`src/rtl/tlb_search_arbiter_pkg.sv`:
```
// Shared constants for the TLB search-port arbiter: response word layout,
// requester indices, default starvation limit and the response slot state.
package tlb_search_arbiter_pkg;

    // Response word width at the default TLBNUM=16 (IDXW=4).
    localparam int TLB_RESP_W = 37;
    localparam int NUM_REQ    = 3;

    // Requester indices: CSR tlbsrch, MEM-stage translation, IF-stage fetch.
    localparam int REQ_SRCH  = 0;
    localparam int REQ_MEM   = 1;
    localparam int REQ_FETCH = 2;

    // Bit offsets inside one response word {found, index, ppn, ps, plv, mat, d, v}.
    // INDEX/FOUND offsets are given for IDXW=4.
    localparam int RESP_V_OFS     = 0;
    localparam int RESP_D_OFS     = 1;
    localparam int RESP_MAT_OFS   = 2;
    localparam int RESP_PLV_OFS   = 4;
    localparam int RESP_PS_OFS    = 6;
    localparam int RESP_PPN_OFS   = 12;
    localparam int RESP_INDEX_OFS = 32;
    localparam int RESP_FOUND_OFS = 36;

    localparam int STARVE_LIMIT_DEF = 3;

    typedef enum logic {
        SLOT_EMPTY = 1'b0,
        SLOT_FULL  = 1'b1
    } slot_state_e;

endpackage

```
`src/rtl/tlb_resp_slot.sv`:
```
// One per-requester response holding register. It is EMPTY or FULL; a load
// captures the search result, a consume empties it, a clear (flush) empties it
// regardless. Load beats consume so consume + reload in one cycle stays FULL.
module tlb_resp_slot
    import tlb_search_arbiter_pkg::*;
#(
    parameter int W = TLB_RESP_W
) (
    input  logic         clk,
    input  logic         reset,
    input  logic         i_load,
    input  logic         i_consume,
    input  logic         i_clear,
    input  logic [W-1:0] i_data,
    output logic         o_valid,
    output logic [W-1:0] o_data
);

    slot_state_e r_state;
    logic [W-1:0] r_data;

    // Slot state and captured data; data is only written on a load so it holds while FULL.
    always_ff @(posedge clk or posedge reset) begin
        if (reset) begin
            r_state <= SLOT_EMPTY;
            r_data  <= '0;
        end else if (i_clear) begin
            r_state <= SLOT_EMPTY;
        end else if (i_load) begin
            r_state <= SLOT_FULL;
            r_data  <= i_data;
        end else if (i_consume) begin
            r_state <= SLOT_EMPTY;
        end
    end

    assign o_valid = (r_state == SLOT_FULL);
    assign o_data  = r_data;

endmodule

```
`src/rtl/tlb_search_arbiter.sv`:
```
// Arbiter sharing the single TLB search port between CSR tlbsrch (R0),
// MEM-stage translation (R1) and IF-stage fetch translation (R2).
// Fixed priority R0 > R1 > R2, with R2 promoted above R1 for one grant after
// STARVE_LIMIT consecutive denied cycles. Optional perf counters are built
// when TLB_ARB_PERF_EN is defined.
//
// Handshake: a request i is taken when req_valid[i] & req_ready[i]; the search
// happens combinationally in that cycle and resp_valid[i] rises on the next
// cycle. A result is consumed when resp_valid[i] & resp_ready[i]; the slot
// holds its data until then. req_ready may depend on resp_ready, resp_valid
// never does.
module tlb_search_arbiter
    import tlb_search_arbiter_pkg::*;
#(
    parameter  int TLBNUM       = 16,
    parameter  int STARVE_LIMIT = STARVE_LIMIT_DEF,
    localparam int IDXW         = $clog2(TLBNUM),
    localparam int RW           = 33 + IDXW
) (
    input  logic            clk,
    input  logic            reset,
    input  logic [2:0]      req_valid,
    output logic [2:0]      req_ready,
    input  logic [3*19-1:0] req_vppn,
    input  logic [2:0]      req_va_bit12,
    input  logic [9:0]      csr_asid,
    input  logic            flush,
    input  logic            tlb_busy,
    output logic [18:0]     s_vppn,
    output logic            s_va_bit12,
    output logic [9:0]      s_asid,
    input  logic            s_found,
    input  logic [IDXW-1:0] s_index,
    input  logic [19:0]     s_ppn,
    input  logic [5:0]      s_ps,
    input  logic [1:0]      s_plv,
    input  logic [1:0]      s_mat,
    input  logic            s_d,
    input  logic            s_v,
    output logic [2:0]      resp_valid,
    input  logic [2:0]      resp_ready,
    output logic [3*RW-1:0] resp_data
`ifdef TLB_ARB_PERF_EN
    ,
    output logic [31:0]     perf_conflict,
    output logic [31:0]     perf_starve_promote
`endif
);

    localparam logic [3:0] LIMIT = 4'(STARVE_LIMIT);

    logic [2:0]    w_slot_free;
    logic [2:0]    w_elig;
    logic [2:0]    w_grant;
    logic [2:0]    w_consume;
    logic [2:0]    w_clear;
    logic          w_promote;
    logic [RW-1:0] w_result;
    logic [3:0]    r_starve_cnt;

    // A slot can accept a new result if empty or being drained this cycle.
    assign w_slot_free = ~resp_valid | resp_ready;
    assign w_elig[0]   = req_valid[0] & w_slot_free[0] & ~tlb_busy;
    assign w_elig[2:1] = req_valid[2:1] & w_slot_free[2:1] & {2{~tlb_busy & ~flush}};
    assign w_promote   = (r_starve_cnt == LIMIT);

    // One-hot grant: R0 always first; a starved R2 jumps ahead of R1.
    always_comb begin
        w_grant = 3'b000;
        if (w_elig[REQ_SRCH])                    w_grant = 3'b001;
        else if (w_promote && w_elig[REQ_FETCH]) w_grant = 3'b100;
        else if (w_elig[REQ_MEM])                w_grant = 3'b010;
        else if (w_elig[REQ_FETCH])              w_grant = 3'b100;
    end

    assign req_ready = w_grant;

    // Search address mux; idles on R2's inputs and forces zero during reset.
    always_comb begin
        s_vppn     = req_vppn[REQ_FETCH*19 +: 19];
        s_va_bit12 = req_va_bit12[REQ_FETCH];
        if (w_grant[REQ_SRCH]) begin
            s_vppn     = req_vppn[REQ_SRCH*19 +: 19];
            s_va_bit12 = req_va_bit12[REQ_SRCH];
        end else if (w_grant[REQ_MEM]) begin
            s_vppn     = req_vppn[REQ_MEM*19 +: 19];
            s_va_bit12 = req_va_bit12[REQ_MEM];
        end
        if (reset) begin
            s_vppn     = '0;
            s_va_bit12 = 1'b0;
        end
    end

    assign s_asid    = csr_asid;
    assign w_result  = {s_found, s_index, s_ppn, s_ps, s_plv, s_mat, s_d, s_v};
    assign w_consume = resp_valid & resp_ready;
    assign w_clear   = {flush, flush, 1'b0};

    for (genvar gi = 0; gi < NUM_REQ; gi++) begin : g_slot
        tlb_resp_slot #(.W(RW)) u_slot (
            .clk       (clk),
            .reset     (reset),
            .i_load    (w_grant[gi]),
            .i_consume (w_consume[gi]),
            .i_clear   (w_clear[gi]),
            .i_data    (w_result),
            .o_valid   (resp_valid[gi]),
            .o_data    (resp_data[gi*RW +: RW])
        );
    end

    // Fetch starvation counter: counts denied, non-busy request cycles and saturates.
    always_ff @(posedge clk or posedge reset) begin
        if (reset) begin
            r_starve_cnt <= 4'd0;
        end else if (flush || !req_valid[REQ_FETCH] || w_grant[REQ_FETCH]) begin
            r_starve_cnt <= 4'd0;
        end else if (!tlb_busy && !w_promote) begin
            r_starve_cnt <= r_starve_cnt + 4'd1;
        end
    end

`ifdef TLB_ARB_PERF_EN
    logic w_conflict;
    logic w_promo_grant;

    assign w_conflict    = (w_elig[0] & w_elig[1]) | (w_elig[0] & w_elig[2]) | (w_elig[1] & w_elig[2]);
    assign w_promo_grant = w_grant[REQ_FETCH] & w_promote & w_elig[REQ_MEM];

    // Wrapping event counters for contention and promotion-driven fetch grants.
    always_ff @(posedge clk or posedge reset) begin
        if (reset) begin
            perf_conflict       <= 32'd0;
            perf_starve_promote <= 32'd0;
        end else begin
            if (w_conflict)    perf_conflict       <= perf_conflict + 32'd1;
            if (w_promo_grant) perf_starve_promote <= perf_starve_promote + 32'd1;
        end
    end
`endif

endmodule
```
`config.mk`:
```
export PLATFORM = sky130hd
export DESIGN_NAME = tlb_search_arbiter
export DESIGN_NICKNAME = d
export VERILOG_FILES = /design/src/rtl/tlb_search_arbiter_pkg.sv /design/src/rtl/tlb_resp_slot.sv /design/src/rtl/tlb_search_arbiter.sv
export SDC_FILE = /design/constraint.sdc
export NUM_CORES = 1
export LEC_CHECK = 0
export BUFFER_PORTS_ARGS = -buffer_cell sky130_fd_sc_hd__buf_2
export CAP_MARGIN = 20
export CORE_MARGIN = 2
export CORE_UTILIZATION = 49
export DETAILED_ROUTE_END_ITERATION = 10
export GPL_ROUTABILITY_DRIVEN = 0
export GPL_TIMING_DRIVEN = 1
export PLACE_DENSITY = 0.85
export SYNTH_ARGS = -nofsm -noshare
export SYNTH_HDL_FRONTEND = slang
export SYNTH_SLANG_ARGS = --single-unit
export TNS_END_PERCENT = 20
```
`constraint.sdc`:
```
create_clock -name clk -period 6.6 [get_ports clk]
set_clock_uncertainty 0.1 [all_clocks]
set_input_delay 0.66 -clock clk [delete_from_list [all_inputs] [get_ports clk]]
set_output_delay 0.66 -clock clk [all_outputs]
set_load 0.01 [all_outputs]
```
# == Word level (Yosys, flattened, before mapping) ==
# Index checks and enable logic that the tools add are counted.
# word_totals
out_inout_bits,147
wordCells,52
inputBits,117
reg_bits,118
# classes
muxes,20
n_bitwise,10
add_sub_neg,1
n_eq_ne,1
n_reduce_logical,13
# op_table
cell,n
19-bit 2-to-1 mux,3
3-bit 2-to-1 mux,4
1-bit 2-to-1 mux,11
4-bit 2-to-1 mux,2
3-bit nonzero test,2
4-bit by 1-bit adder with 4-bit output (second input constant),1
2-bit AND,2
4-bit by 2-bit equality test with 1-bit output (second input constant),1
2-bit AND reduction,2
2-bit nonzero test,2
1-bit AND,3
3-bit AND,1
1-bit zero test,3
3-bit NOT,1
3-bit OR,1
1-bit logical AND,2
1-bit logical OR,2
1-bit NOT,2

# == Depth between registers and ports, before layout ==
# depth
word_depth,11
depth_mapped,8
depth_no_buf,6

# == Cells and area by module ==
# Synthesis repeated with hierarchy kept, for this count alone.
# hier_totals
cells_unflattened,398
area_unflattened_um2,5744.3
# by_module_without_submodules
module,cells_each,n_inst,area_per_inst_um2,seq_area_each_um2
tlb_resp_slot,84,3,1592.8,950.9
tlb_search_arbiter,146,1,965.9,100.1

# == Worst setup path after synthesis ==
# Ideal clock, no wire load.
# synth_path
path_type,in2out
startpoint,input req_valid[0]
endpoint,output s_vppn[10]
path_buffers,3
cell_stages,6
t_arrival_ns,2.008
slack_ns,3.832
required_ns,5.840
path_cell_list,inv_1 > or3_1 > clkbuf_1 > clkbuf_1 > clkbuf_1 > a311oi_1
# synth_via
elab_chain_len,6
# synth_lines
element,line_no,text
start: declaration,tlb_search_arbiter.sv:22,"input logic [2:0] req_valid,"
1-bit AND * (2 in series),tlb_search_arbiter.sv:63,assign w_elig[0] = req_valid[0] & w_slot_free[0] & ~tlb_busy;
3-bit 2-to-1 mux *,tlb_search_arbiter.sv:70,if (w_elig[REQ_SRCH]) w_grant = 3'b001;
19-bit 2-to-1 mux,tlb_search_arbiter.sv:85,end else if (w_grant[REQ_MEM]) begin
19-bit 2-to-1 mux *,tlb_search_arbiter.sv:82,if (w_grant[REQ_SRCH]) begin
19-bit 2-to-1 mux *,tlb_search_arbiter.sv:89,if (reset) begin
end: declaration,tlb_search_arbiter.sv:29,"output logic [18:0] s_vppn,"
# Every way passes the cells marked *; elsewhere a longest branch is shown, timed or not.

# == Worst setup path after layout ==
# layout_path
startpoint,register r_starve_cnt[0]
endpoint,output req_ready[2]
# layout_via
elab_chain_len,4
# layout_lines
element,line_no,text
start: declaration,tlb_search_arbiter.sv:59,logic [3:0] r_starve_cnt;
start signal: assignment,tlb_search_arbiter.sv:120,r_starve_cnt <= r_starve_cnt + 4'd1;
4-bit by 2-bit equality test with 1-bit output,tlb_search_arbiter.sv:65,assign w_promote = (r_starve_cnt == LIMIT);
1-bit logical AND,tlb_search_arbiter.sv:71,else if (w_promote && w_elig[REQ_FETCH]) w_grant = 3'b100;
3-bit 2-to-1 mux,tlb_search_arbiter.sv:71,
3-bit 2-to-1 mux,tlb_search_arbiter.sv:70,
end: declaration,tlb_search_arbiter.sv:23,"output logic [2:0] req_ready,"
# Every way passes these cells.

==> flow_summary_export.csv <==
group,metric,value,unit
power_and_ir_drop,power.leakage,3.41,nW
synth,ys_ff_latch,118,
clocking,cts-buffers-inserted,17,
timing,slew_headroom,0.425,
worst_setup_path,critPathRequiredTime,5.84,ns
worst_hold_path,hold_class,"primary input to register",
worst_setup_path,cp-end-kind,"output pin",
synth,synth_xor_xnor_area_share,0.00340,
synth,syn_avg_cell_area,13.2,sq um
route,dr.first_iter.drc_count,317,
floorplanning,initial_core_util,0.501,
synth,synthesis.instances,391,
floorplanning,boundaryPins,264,
worst_setup_path,cpPeakStageDelay,0.70,ns
grt,grt_usage,0.255,
route,wire_per_inst,18.9,microns
route,first_pass_iters,6,
clocking,cts-root-buf,"clkbuf_8",
worst_setup_path,reg2reg_depth,6,
synth,synth_fa_ha_area_frac,0.00243,
finish,layout_common_cells,"243 x buf_2, 118 x dfrtp_1, 103 x mux2_2, 21 x nand3_1, 21 x o21ai_0",
route,drc,0,
synth,yosys-top-cells-area,"dfrtp_1 57%, mux2_2 23%, a311oi_1 3.4%, buf_4 2.6%, nand3_1 2.1%",
clocking,cts.sinks,118,
timing,hold_viol,0,
run,drv_cap,0,
timing,fin_crit_sh,0.593,
finish,fillers,773,
timing,worst_pin_slew,0.862,ns
finish,mostFrequentLayoutCell,"buf_2",
grt,grt_pass1_vias,4347,
clocking,ctsResizeCount,0,
worst_setup_path,crit_start,"r_starve_cnt[0]",
place,pre_cts_ws,2.88,ns
grt,grt_max_degree,66,
synth,synth_area,0.00515,sq mm
worst_setup_path,start_kind,"register",
clocking,clk_latency,0.51,ns
floorplanning,num_rows,37,
power_and_ir_drop,p_per_area,341,mW/mm^2
floorplanning,coreArea,0.0103,sq mm
clocking,cts_buffer_depth,2,
synth,synth_top_area_frac,0.573,
synth,synthDistinctLibCells,32,
synth,syn-num-nets,509,
floorplanning,die_area,0.0114,sq mm
synth,ys_warn_count,0,
clocking,htree_levels,4,
place,hpwlAfterDp,10300,microns
timing,slew_viol_final,0,
finish,layout-drive-gt1-share,0.615,
grt,grt_antenna_before_repair,1,
route,vias_per_cell,5.42,
timing,clock.fmax,255,MHz
worst_setup_path,cp-endpoint,"req_ready[2]",
synth,synth-seq-area-share,0.573,
worst_setup_path,crit_family,"simple AND/OR/NAND/NOR gates",
worst_setup_path,arrival,3.16,ns
worst_setup_path,crit_fanout,31,
synth,synth.area.mux_share,0.245,
clocking,path_clk_slew,0.05,ns
clocking,post_cts_buffers,0,
route,wirelength,14400,microns
worst_setup_path,critPathBufInv,2,
finish,fin_util,0.670,
route,ant_nets,0,
worst_hold_path,whs_path_depth,2,
finish,final_nets,733,
worst_setup_path,path_depth,6,
synth,synth_top_family_by_area,"multiplexers",
place,port_buffers,243,
synth,synthSimpleGateAreaFrac,0.0634,
floorplanning,die_x,107,microns
timing,finalSetupTns,0,ns
timing,rsz0062_at_grt,"no",
power_and_ir_drop,peakVddDrop,0.252,mV
worst_setup_path,rrSetupSlack,3.56,ns
worst_setup_path,crit_chain,"ha_1 -> or3b_4 -> nand3_1 -> nand3_2 -> inv_1 -> buf_2",
clocking,cts_tree,"built",
floorplanning,die_y,107,microns
finish,syn_to_final_growth,33.7,%
worst_setup_path,crit_type,"register to output pin",
grt,grt_pass1_wl,22100,microns
clocking,cts-hold-fix-buffers,0,
worst_setup_path,r2r-start,"r_starve_cnt[0]",
worst_setup_path,worst_r2r_endpoint,"g_slot[2].u_slot.o_data[7]",
route,vias,4150,
synth,synth_top_area_cell,"dfrtp_1",
timing,setup-violations-final,0,
timing,finalCriticalPeriod,3.92,ns
worst_setup_path,critPathSlowestCell,"inv_1",
grt,grt_overflow,0,
outcome,status,"complete, no violations",
timing,setup_slack,2.68,ns
synth,synth-compound-area-share,0.0597,
## per-layer routing
metal	up-vias	part of all wire	routed length, microns	GRT usage
met4	0	0.027	387	0.112
met5	-	0	0	0
met3	33	0.094	1360	0.104
li1	1844	-	-	-
met2	221	0.51	7300	0.437
met1	2052	0.37	5400	0.277
## cell usage after synthesis (all sizes together)
cell type,count
o211a,1
a311oi,20
buf,26
or3b,1
nor4,1
o21ai,21
nand3,22
a21oi,2
nand2,3
dfrtp,118
xnor2,1
clkbuf,17
nand4b,1
ha,1
o211ai,1
nor2b,3
mux2,111
or3,1
or4,1
xor2,1
mux2i,1
nor3b,2
nor3,5
nor2,20
inv,6
nand2b,4
## report_power, final
group / total [W] / internal (W) / switching (W)
Sequential: 0.000965 / 0.000882 / 0.0000829
Clock: 0.000850 / 0.000542 / 0.000308
Combinational: 0.000533 / 0.000262 / 0.000271
## cell type report
class / count / area, sq um / area share
clock inverters: 10 / 105 / 0.0153
clock buffers: 22 / 443 / 0.0643
diodes: 1 / 2.50 / 0.000363
inverters: 6 / 25.0 / 0.00363
flip-flops and latches: 118 / 2950 / 0.429
multi-input cells: 224 / 1940 / 0.281
well taps: 136 / 170 / 0.0247
repair buffers: 248 / 1250 / 0.182
## through the flow
stage          total power (W)  hold WS [ns]  instance area, sq um  cells
2_1_floorplan          0.00124         0.381                  5150    391
3_3_place_gp           0.00148         0.369                  6330    731
3_5_place_dp           0.00150         0.377                  6330    731
4_1_cts                0.00237         0.230                  6880    763
5_1_grt                0.00245         0.229                  6890    765
6_report               0.00235         0.249                  6890    765
## flip-flops by register name, summed over array words and instances (netlist names)
signal	flops
g_slot.u_slot.o_valid	3
g_slot.u_slot.o_data	111
r_starve_cnt	4
## logic make-up after synthesis
kind of cell / count (synthesis)
flops: 118
mux: 112
simple gates: 64
buf+inv: 49
compound gates: 45
xor+xnor: 2
fa+ha+maj: 1
## worst min-delay path by stage
stage | startpoint | to | slack [ns]
4_1_cts | flush | g_slot[1].u_slot.o_valid | 0.23
5_1_grt | flush | g_slot[1].u_slot.o_valid | 0.23
6_report | flush | g_slot[1].u_slot.o_valid | 0.25
2_1_floorplan | g_slot[0].u_slot.o_valid | g_slot[0].u_slot.o_valid | 0.38
3_5_place_dp | g_slot[1].u_slot.o_data[34] | g_slot[1].u_slot.o_data[34] | 0.38
3_3_place_gp | g_slot[1].u_slot.o_data[35] | g_slot[1].u_slot.o_data[35] | 0.37
(Power assumes the default switching activity.)
